===== config.mk =====
export PLATFORM = sky130hd
export DESIGN_NAME = regfile_chk_pipe
export DESIGN_NICKNAME = d
export VERILOG_FILES = /design/src/rtl/regfile_chk_pipe.sv
export SDC_FILE = /design/constraint.sdc
export NUM_CORES = 1
export LEC_CHECK = 0
export BUFFER_PORTS_ARGS = -buffer_cell sky130_fd_sc_hd__buf_2
export CAP_MARGIN = 15
export CORE_AREA = 2 2 39 41
export DETAILED_ROUTE_END_ITERATION = 8
export DIE_AREA = 0 0 41 43
export HOLD_SLACK_MARGIN = 0.02
export PLACE_DENSITY = 0.33
export RECOVER_POWER = 25
export SYNTH_ARGS = -nofsm -noshare
export SYNTH_HDL_FRONTEND = slang
export SYNTH_SLANG_ARGS = --single-unit
export TNS_END_PERCENT = 5

===== constraint.sdc =====
create_clock -name clk -period 0.8 [get_ports clk]
set_clock_uncertainty 0.05 [all_clocks]
set_input_delay 0.16 -clock clk [delete_from_list [all_inputs] [get_ports clk]]
set_output_delay 0.16 -clock clk [all_outputs]
set_load 0.1 [all_outputs]

===== src/rtl/regfile_chk_pipe.sv =====
// Valid/pair-index delay line matching the regfile read latency; depth 0 passes straight through.
module regfile_chk_pipe #(
  parameter int DEPTH = 1,
  parameter int KW    = 4
) (
  input  logic          clk,
  input  logic          reset,
  input  logic          in_valid_i,
  input  logic [KW-1:0] in_k_i,
  output logic          out_valid_o,
  output logic [KW-1:0] out_k_o
);

  if (DEPTH == 0) begin : g_wire
    assign out_valid_o = in_valid_i;
    assign out_k_o     = in_k_i;
  end else begin : g_regs
    logic [DEPTH-1:0] valid_q;
    logic [KW-1:0]    k_q [DEPTH];

    // Shift valid and index one stage per cycle; reset empties the pipe.
    always_ff @(posedge clk) begin
      if (reset) begin
        valid_q <= '0;
        for (int i = 0; i < DEPTH; i++) k_q[i] <= '0;
      end else begin
        valid_q[0] <= in_valid_i;
        k_q[0]     <= in_k_i;
        for (int i = 1; i < DEPTH; i++) begin
          valid_q[i] <= valid_q[i-1];
          k_q[i]     <= k_q[i-1];
        end
      end
    end

    assign out_valid_o = valid_q[DEPTH-1];
    assign out_k_o     = k_q[DEPTH-1];
  end

endmodule


Word level (Yosys, flattened, before mapping):

Memory sizes are Yosys's and may differ from the RTL's.
Cells that the tools add are included.

* mux-type cells: 5
* reductions and logical operators: 1

Operator list (count)
* $mux 1: 4
* $mux 4: 1
* $reduce_or 4->1: 1

* memories: 1
* RAM bits: 4
* word-level logic and storage cells: 8
* flip-flop bits (word level): 1
* output and inout bits: 5
* input bits: 7

Memory list
* g_regs.k_q: depth 1, bits a word 4, rd ports 1, clocked after memory_dff 0, wr ports 1, line 19 `logic [KW-1:0] k_q [DEPTH];`

Depth between registers and ports, before layout:

* word-level depth: 3
* depth in mapped cells: 1
* gate-level depth less buffers: 1

Worst setup path before layout:

No wires, ideal clock.

* path type: register to output
* from: memory g_regs.k_q[0][0]
* to: output port out_k_o[0]
* cell stages (with the launch flop): 1
* arrival: 0.909 ns
* path buffers: 0
* data required time: 0.590 ns
* path slack: -0.319 ns
* cells stage by stage: dfxtp_1

* longest elaborated chain between the ends: 1

Ends and longest elaborated chain
* start: declaration: line 19
* $mem_v2 1x4
* end: declaration: line 11 `output logic [KW-1:0] out_k_o`

No other way between the ends.

Worst setup path in the final report:

Same ends and word-level chain as after synthesis.

==> impl_metrics.yaml <==
setup_path:
  crit_fanout: 1
  cp_slowest_cell: "dfxtp_4"
  crit_buf_inv: 1
  required_ns: 0.59
  cp-end-kind: "primary output"
  path_cells: "buf_12"
  crit_type: "flip-flop to primary output"
  critPathArrivalTime_ns: 0.74
  crit_family: "flip-flops"
  crit_path_start_kind: "flip-flop"
  max_stage_delay_ns: 0.34
place:
  dp_cells: 37
  gp_routability_congestion: 0.531
  place_ws_ns: 0.0981
  io_buffer_count: 11
sta:
  rsz0062_at_grt: "true"
  slew_headroom_pct: 93.9
  hold-worst-slack_ns: 0.0854
  min_period_ns: 0.950
  max_freq_ghz: 1.05
  setup_viol: 5
  drv_slew: 0
  setup_slack_ns: -0.150
  finalCritPeriodShare_pct: 119
  worstMarginPinSlew_ns: 0.0916
  hold_viol_final: 0
layout:
  final_cells: 41
  seqCellArea_um2: 109
  final_util_pct: 22.9
  mostFrequentLayoutCells: "buf_2 (6), nor2b_1 (5), buf_12 (5), dfxtp_2 (4), clkbuf_4 (3)"
  drive_gt1_share_pct: 76.0
  final_common_cell: "buf_2"
  area_growth_pct: 141
  multi_input_area_um2: 31.3
  fillers: 146
  nNetsFinal: 33
  antennaDiodeCount: 0
cts:
  post-cts-setup-buffer-count: 0
  htree_levels: 1
  hold_buffers: 0
  cts.clk_slew.worst_paths_ns: 0.04
  numCtsBuffers: 3
  clock-sinks: 5
  cts_buffer_depth: 2
  ctsResizeCount: 0
  root_buffer: "clkbuf_4"
  cts_tree: "done"
global_route:
  grt_pass1_wl_um: 462
  grt_max_degree: 6
  grt_pass1_vias: 123
  antenna_found_initial: 0
  gr-total-overflow: 0
  grtUsageTotal_pct: 4.21
synth:
  synth_seq_cells: 5
  syn_inst: 10
  syn-num-nets: 17
  ys_seq_area_share_pct: 76.2
  yosysWarnings: 0
  synth_area_um2: 131
  synth_cell_type_count: 2
  syn_area_per_cell_um2: 13.1
floorplanning:
  die_w_um: 41
  core_um2: 1380
  num_rows: 14
  start_util_pct: 9.49
  io_pins: 12
  die-area_um2: 1760
  dieHeight_um: 43
pwr:
  p_total_mw: 0.731
  leakage_nw: 0.137
  power_density_nw_per_um2: 2310
  vdd_drop_max_mv: 0.546
hold_path:
  worst_hold_path.endpoint: "g_regs.k_q[0][1]"
  hp-start: "in_k_i[1]"
  worstHoldPathCells: 2
  min_path_type: "input port to flip-flop"
route:
  drcViolationCount: 0
  vias: 112
  drtIter0Drc: 0
  vias_per_cell: 2.73
  dr.pass1.iters: 1
  routed_wirelength_um: 269
  wl_per_cell_um: 6.56
  final_antenna_net_count: 0
outcome:
  status: "complete, but fails checks"
  violations: "setup timing"
job:
  maxCapViolations: 0
-- flip-flops by register name (all words and copies together), names as in the netlist --
| name | flops |
|---|---|
| g_regs.k_q | 4 |
| out_valid_o | 1 |
-- synthesized netlist by cell type, drive strengths merged --
| library cell | count | area, um^2 |
|---|---|---|
| dfxtp | 5 | 100 |
| nor2b | 5 | 31.3 |
-- cell type report --
type	count	area share, %
clock buffers	4	8.30
multi-input cells	5	9.88
flip-flops and latches	5	34.4
well taps	16	6.32
repair buffers	11	41.1
-- power by group --
part           internal, mW  leakage, nW  switching [mW]  total, mW
sequential            0.265       0.0433          0.0103      0.275
clock                 0.188       0.0150          0.0910      0.279
combinational        0.0665       0.0783           0.110      0.177
-- metrics by stage --
step | instance area [um^2] | TNS (ns)
after detailed placement | 290 | 0
after global placement | 290 | 0
after floorplan | 140 | -0.143
final | 317 | -0.716
after CTS | 317 | -0.769
after global routing | 317 | -0.868
-- how the worst max path moves through the flow --
stage	startpoint	endpoint	slack, ns	depth (start not counted)
after floorplan	g_regs.k_q[0][1]	out_k_o[1]	-0.04	0
after global placement	g_regs.k_q[0][0]	out_k_o[0]	0.1	1
after detailed placement	g_regs.k_q[0][0]	out_k_o[0]	0.1	1
after CTS	g_regs.k_q[0][0]	out_k_o[0]	-0.16	1
after global routing	g_regs.k_q[0][0]	out_k_o[0]	-0.18	1
final	g_regs.k_q[0][0]	out_k_o[0]	-0.15	1
-- cells by family after synthesis --
kind of cell / synth area share, %
DFF: 76.2
and+or+nand+nor: 23.8
-- routing by layer --
metal	part of all wire, %	global-route usage, %
met5	0	0
met3	8.6	1.57
met1	35	4.17
met4	0	6.00
met2	57	5.31
Note: power is estimated with default switching activity, not from simulation.
